===== src/rtl/k005297_rot20_timerctl.sv =====
// Ring/sequencer front end for the 2556-step serial timer: 20-phase ring, count enable, latch strobe, IRQ.
// Build option: K005297_TIMERCTL_PERIODIC_LATCH_EN also strobes the output latch at step 14 of every RUN frame.
//
// state    | meaning
// ST_IDLE  | counting off (CNT=0), waiting for a start request
// ST_CLR   | one full frame with CNT=0 so every timer bit shifts to zero
// ST_RUN   | counting (CNT=1), watching for time-over
module k005297_rot20_timerctl #(
  parameter bit AUTO_RELOAD = 1'b0
) (
  input  logic        i_MCLK,
  input  logic        i_RST,
  input  logic        i_CLK2M_PCEN_n,
  input  logic        i_TIMER_START,
  input  logic        i_TIMER_STOP,
  input  logic        i_LATCH_REQ,
  input  logic        i_IRQ_ACK,
  input  logic        i_TIMER25K_TIMEOVER_n,
  output logic [19:0] o_ROT20_n,
  output logic        o_TIMER25K_CNT,
  output logic        o_TIMER25K_OUTLATCH_LD_n,
  output logic        o_TIMEOVER_IRQ,
  output logic        o_LATCH_VALID,
  output logic        o_BUSY
);

  typedef enum logic [1:0] {
    ST_IDLE = 2'd0,
    ST_CLR  = 2'd1,
    ST_RUN  = 2'd2
  } state_t;

  state_t state, state_nxt;

  logic cen;
  logic at_13, at_14, at_19;
  logic frame_end;
  logic tov_hit;
  logic start_pend, stop_pend, latch_pend;
  logic tov_flag;
  logic ld_active;
  logic ld_serve;

  assign cen       = ~i_CLK2M_PCEN_n;
  assign at_13     = ~o_ROT20_n[13];
  assign at_14     = ~o_ROT20_n[14];
  assign at_19     = ~o_ROT20_n[19];
  assign frame_end = cen & at_19;
  // Time-over is only meaningful while the ring sits at step 13.
  assign tov_hit   = cen & at_13 & (state == ST_RUN) & ~i_TIMER25K_TIMEOVER_n;

`ifdef K005297_TIMERCTL_PERIODIC_LATCH_EN
  assign ld_serve = latch_pend | (state == ST_RUN);
`else
  assign ld_serve = latch_pend;
`endif

  always_ff @(posedge i_MCLK or posedge i_RST) begin
    if (i_RST) begin
      o_ROT20_n <= 20'hFFFFE;
    end else if (cen) begin
      o_ROT20_n <= {o_ROT20_n[18:0], o_ROT20_n[19]};
    end
  end

  always_ff @(posedge i_MCLK or posedge i_RST) begin
    if (i_RST) begin
      start_pend <= 1'b0;
      stop_pend  <= 1'b0;
      latch_pend <= 1'b0;
    end else begin
      start_pend <= (start_pend & ~frame_end) | i_TIMER_START;
      stop_pend  <= (stop_pend  & ~frame_end) | i_TIMER_STOP;
      latch_pend <= (latch_pend & ~(cen & at_13)) | i_LATCH_REQ;
    end
  end

  always_comb begin
    state_nxt = state;
    case (state)
      ST_IDLE: begin
        if (start_pend) state_nxt = ST_CLR;
      end
      ST_CLR: begin
        if (start_pend)     state_nxt = ST_CLR;
        else if (stop_pend) state_nxt = ST_IDLE;
        else                state_nxt = ST_RUN;
      end
      ST_RUN: begin
        if (start_pend)     state_nxt = ST_CLR;
        else if (stop_pend) state_nxt = ST_IDLE;
        else if (tov_flag)  state_nxt = AUTO_RELOAD ? ST_CLR : ST_IDLE;
      end
      default: state_nxt = ST_IDLE;
    endcase
  end

  always_ff @(posedge i_MCLK or posedge i_RST) begin
    if (i_RST) begin
      state <= ST_IDLE;
    end else if (frame_end) begin
      state <= state_nxt;
    end
  end

  always_ff @(posedge i_MCLK or posedge i_RST) begin
    if (i_RST) begin
      tov_flag       <= 1'b0;
      o_TIMEOVER_IRQ <= 1'b0;
    end else begin
      if (frame_end)    tov_flag <= 1'b0;
      else if (tov_hit) tov_flag <= 1'b1;

      if (tov_hit)        o_TIMEOVER_IRQ <= 1'b1;
      else if (i_IRQ_ACK) o_TIMEOVER_IRQ <= 1'b0;
    end
  end

  // The strobe decision is frozen on entry to step 14, so a request landing
  // inside step 14 stays pending for the next frame.
  always_ff @(posedge i_MCLK or posedge i_RST) begin
    if (i_RST) begin
      ld_active     <= 1'b0;
      o_LATCH_VALID <= 1'b0;
    end else begin
      if (cen & at_13)      ld_active <= ld_serve;
      else if (cen & at_14) ld_active <= 1'b0;

      if (i_LATCH_REQ)
        o_LATCH_VALID <= 1'b0;
      else if (cen & at_14 & ld_active & ~latch_pend)
        o_LATCH_VALID <= 1'b1;
    end
  end

  assign o_TIMER25K_OUTLATCH_LD_n = ~ld_active;
  assign o_TIMER25K_CNT           = (state == ST_RUN);
  assign o_BUSY                   = (state != ST_IDLE);

endmodule

===== config.mk =====
export PLATFORM = sky130hd
export DESIGN_NAME = k005297_rot20_timerctl
export DESIGN_NICKNAME = d
export VERILOG_FILES = /design/src/rtl/k005297_rot20_timerctl.sv
export SDC_FILE = /design/constraint.sdc
export NUM_CORES = 1
export LEC_CHECK = 0
export CAP_MARGIN = 20
export CORE_UTILIZATION = 49
export CTS_CLUSTER_SIZE = 24
export DETAILED_ROUTE_END_ITERATION = 12
export GPL_ROUTABILITY_DRIVEN = 1
export HOLD_SLACK_MARGIN = 0.02
export PLACE_DENSITY = 0.81
export SLEW_MARGIN = 20
export SYNTH_ARGS = -nofsm -noshare
export SYNTH_HDL_FRONTEND = slang
export SYNTH_SLANG_ARGS = --single-unit

===== constraint.sdc =====
create_clock -name i_MCLK -period 2.4 [get_ports i_MCLK]
set_input_delay 0.48 -clock i_MCLK [delete_from_list [all_inputs] [get_ports i_MCLK]]
set_output_delay 0.48 -clock i_MCLK [all_outputs]
set_load 0.02 [all_outputs]

Word-level counts from Yosys, hierarchy flattened
Index checks and enable logic that the tools add are counted.
W data, S select, Z words.
Storage, ports and cells
  register bits: 29
  bits in latches: 0
  bits in writable memories: 0
  memory bits (read-only): 0
  output and inout port bits: 25
  memories: 0
Operators by class
  add/subtract/negate cells: 0
  multiply operators: 0
  divide/modulo/power cells: 0
  order comparisons: 0
  eq/ne operators: 4
  shift-type cells: 0
  mux-type cells: 15
  bitwise logic cells: 22
  reduce and logical (&&, ||, !) cells: 7
Operators by type and width (number)
  $mux W2: 6
  $and A1 B1 Y1: 10
  $reduce_bool A2 Y1: 5
  $not A1 Y1: 9
  $mux W1: 8
  $pmux W2 S3: 1
  $ne A4 B1 Y1 const B: 1
  $or A1 B1 Y1: 3
  $reduce_and A3 Y1: 1
  $eq A2 B1 Y1 const B: 1
  $eq A2 B2 Y1 const B: 1
  $logic_not A2 Y1: 1
  $ne A2 B2 Y1 const B: 1

Depth between registers and ports, before layout
  depth after elaboration: 6
  gate-level depth with buffers: 5

Worst setup path after synthesis
OpenSTA, ideal clock, no wires.
  kind: input-to-reg
  start: in i_CLK2M_PCEN_n
  end: reg o_ROT20_n[0]
  data arrival time: 1148 ps
  data required time: 2272 ps
  setup slack: 1124 ps
  cell stages on the path: 3
  buffers on the path: 2
  path through: buf_2 buf_2 mux2_1
RTL lines
  start, declared: line 13  | input logic i_CLK2M_PCEN_n,
  end signal, assigned: line 62  | o_ROT20_n <= {o_ROT20_n[18:0], o_ROT20_n[19]};
  end, declared: line 19  | output logic [19:0] o_ROT20_n,
No word-level cell between the ends.

Final worst setup path
  start: reg state[0]
  end: out o_TIMER25K_CNT
Between the ends
  cells in the longest elaborated chain, start to end: 1
RTL lines
  start, declared: line 33  | state_t state, state_nxt;
  start signal, assigned: line 102  | state <= state_nxt;
  $eq A2 B2 Y1: line 137  | assign o_TIMER25K_CNT = (state == ST_RUN);
  end, declared: line 20  | output logic o_TIMER25K_CNT,
No other way between the ends.

==> qor.txt <==
Finished Cell Area - 1560 sq um
reg2reg end - state[1]$_DFFE_PP0P_
power density over cell area - 556 nW/um^2
Mean Syn Cell Area - 14.2 sq um
MaxCap Viol Count - 0
Starting DRT DRC Count - 7
DRC - 0
Slew headroom - 77.5%
H-tree level count - 2
synthesis-stage register bit count - 29
post-route minimum period - 2.03 ns
layout cell share with drive strength beyond 1 - 23.5%
initial antenna violation count - 0
Multi-input gate area - 370 sq um
net switching power - 196 uW
ordered cell list for the critical path - nor2b_1 -> clkdlybuf4s50_1
router iterations before antenna repair - 4
CTS Buf Count - 5
Post-CTS Setup Bufs - 0
crit path max fanout - 6
n_diodes - 0
largest net degree at the start of global routing - 21
cell family with most CP delay - buffers and inverters
Sequential Power Share - 58.4%
slowest CP cell - clkdlybuf4s50_1
Worst Clk Skew - 0.00350 ns
Leak Pwr - 0.000698 uW
Final Max Tran Viols - 0
WL final - 2110 microns
Final ANT Viol Nets - 0
Cells after Synth - 81
crit path capture type - output pin
DR WL/cell - 14.4 microns
Avg Vias per Cell - 5.05
Synth cell types - 18
die area - 2550 sq um
sw frac - 22.6%
area share of the largest cell type after synthesis - 43.4%
top post-synthesis cells by area - dfstp_2 (43%), dfrtp_1 (22%), mux2_1 (20%)
Ys Warns - 0
global route total overflow - 0
HP Class - in2async
Core Region - 2210 sq um
Die Y - 50.5 microns
post-route setup TNS - 0 ns
Initial Util - 52.0%
Post-CTS Resized - 0
post-synth top area cell - dfstp_2
status - finished clean
Worst-Skew Late Latency - 0.32 ns
via count - 742
Clk network pwr share - 33.3%
Crit Path Class - reg2out
Setup violations, final - 0
Root Driver - clkbuf_4
CP bufs+invs - 1
port bufs - 32
DP Area - 1510 sq um
GRT Overall Usage - 20.6%
Period Utilization, post-route - 84.4%
global-route wire length before repair - 3530 microns
commonest non-fill, non-tap cells in the layout - clkdlybuf4s50_1 (32), mux2_1 (20), dfstp_2 (19)
FMAX - 0.494 GHz
maximum VDD drop - 0.000435 V
Final Hold Fails - 0
Final HPWL DP - 1460 microns
mapped cell area - 1150 sq um
Crit path required time - 1.92 ns
FF/Latch Area - 749 sq um
I/O pins - 33
GP Congestion - 0.725
combinational fraction of design power - 8.3%
Internal Pwr Total - 673 uW
Max Buffers Root-to-Sink - 2
area grow syn2layout - 35.9%
most common cell after layout, fill and taps aside - clkdlybuf4s50_1
clock sink count - 29
RSZ-0062 raised after global routing - false
# hold bufs at CTS - 0
Clock transition at path regs - 0.08 ns
FF-to-FF path depth - 2
final net count - 127
Worst path max stage delay - 0.62 ns
vias in the first global route - 756
CTS tree - built
fillers - 167
syn_nets - 89
Rows - 17
Worst R2R Start - state[1]$_DFFE_PP0P_
type of origin of the critical path - flop
worst slew pin tran - 0.336 ns
Arr. time, crit path - 1.55 ns
sequential-to-total area share from yosys stat - 65.1%
DIE WIDTH - 50.5 microns
slack of the worst reg-to-reg path - 1.28 ns
-- worst max-delay path by stage --
stage,start,endpoint,slack (ns),cells past startpoint
6_report,state[0]$_DFFE_PP0P_,o_TIMER25K_CNT,0.37,2
5_1_grt,state[0]$_DFFE_PP0P_,o_TIMER25K_CNT,0.27,2
4_1_cts,state[0]$_DFFE_PP0P_,o_TIMER25K_CNT,0.35,2
3_5_place_dp,i_CLK2M_PCEN_n,o_ROT20_n[0]$_DFFE_PP0N_,0.49,3
3_3_place_gp,i_CLK2M_PCEN_n,o_ROT20_n[0]$_DFFE_PP0N_,0.54,3
2_1_floorplan,i_CLK2M_PCEN_n,o_ROT20_n[0]$_DFFE_PP0N_,1.12,3
-- state kept, by name, indices dropped and copies added (netlist names) --
signal	flops
latch_pend	1
ld_active	1
o_LATCH_VALID	1
o_ROT20_n	20
o_TIMEOVER_IRQ	1
start_pend	1
state	2
stop_pend	1
tov_flag	1
-- final cells by class --
type / instances / area share, %
clock buffers: 7 / 3.52
inverters: 3 / 0.720
multi-input cells: 45 / 23.7
flip-flops and latches: 29 / 47.9
well taps: 28 / 2.24
repair buffers: 35 / 21.9
-- routing by layer --
metal  track usage (%)  vias up  share of wire (%)
li1                  -      350                  -
met3              10.9        2                5.6
met4              11.6        0                1.2
met5                 0        -                  0
met1              23.1      365                 42
met2              31.1       25                 51
-- synth_stat cells (all sizes together) --
cell type / count
dfrtp: 10
nor2: 3
o21ai: 5
nor4: 1
inv: 3
a21o: 3
nor4b: 1
or2: 2
o21a: 1
dfstp: 19
or4b: 1
and3b: 1
nor2b: 1
a21oi: 1
mux2: 20
nand2b: 1
buf: 4
nand2: 4
-- through the flow --
step           total power, uW  utilization [%]  std cells  worst slack, ns  hold WS (ns)
2_1_floorplan              556                -         81             1.12         0.465
3_3_place_gp               586             68.2        140            0.537         0.465
3_5_place_dp               588             68.2        140            0.494         0.472
4_1_cts                    882             70.7        147            0.353         0.414
5_1_grt                    914             70.7        147            0.273         0.445
6_report                   869             70.7        147            0.375         0.414
-- power by group through the flow --
stage	registers, uW	clock network (uW)	logic, uW
CTS	508	301	73.3
finish	507	290	71.9
global placement	514	0	71.4
global route	509	325	79.6
detailed placement	516	0	72.8
floorplan	515	0	41.0
-- logic make-up (layout without fill, tap and decap cells) --
| kind of cell | count (synthesis) | after routing | share of synthesized area, % |
|---|---|---|---|
| and+or+nand+nor | 15 | 15 | 7.39 |
| muxes | 20 | 20 | 19.6 |
| AOI/OAI and AO/OA | 10 | 10 | 5.22 |
| buffers and inverters | 7 | 45 | 2.72 |
| DFF | 29 | 29 | 65.1 |
No activity file was read; power rests on OpenSTA's default activity.
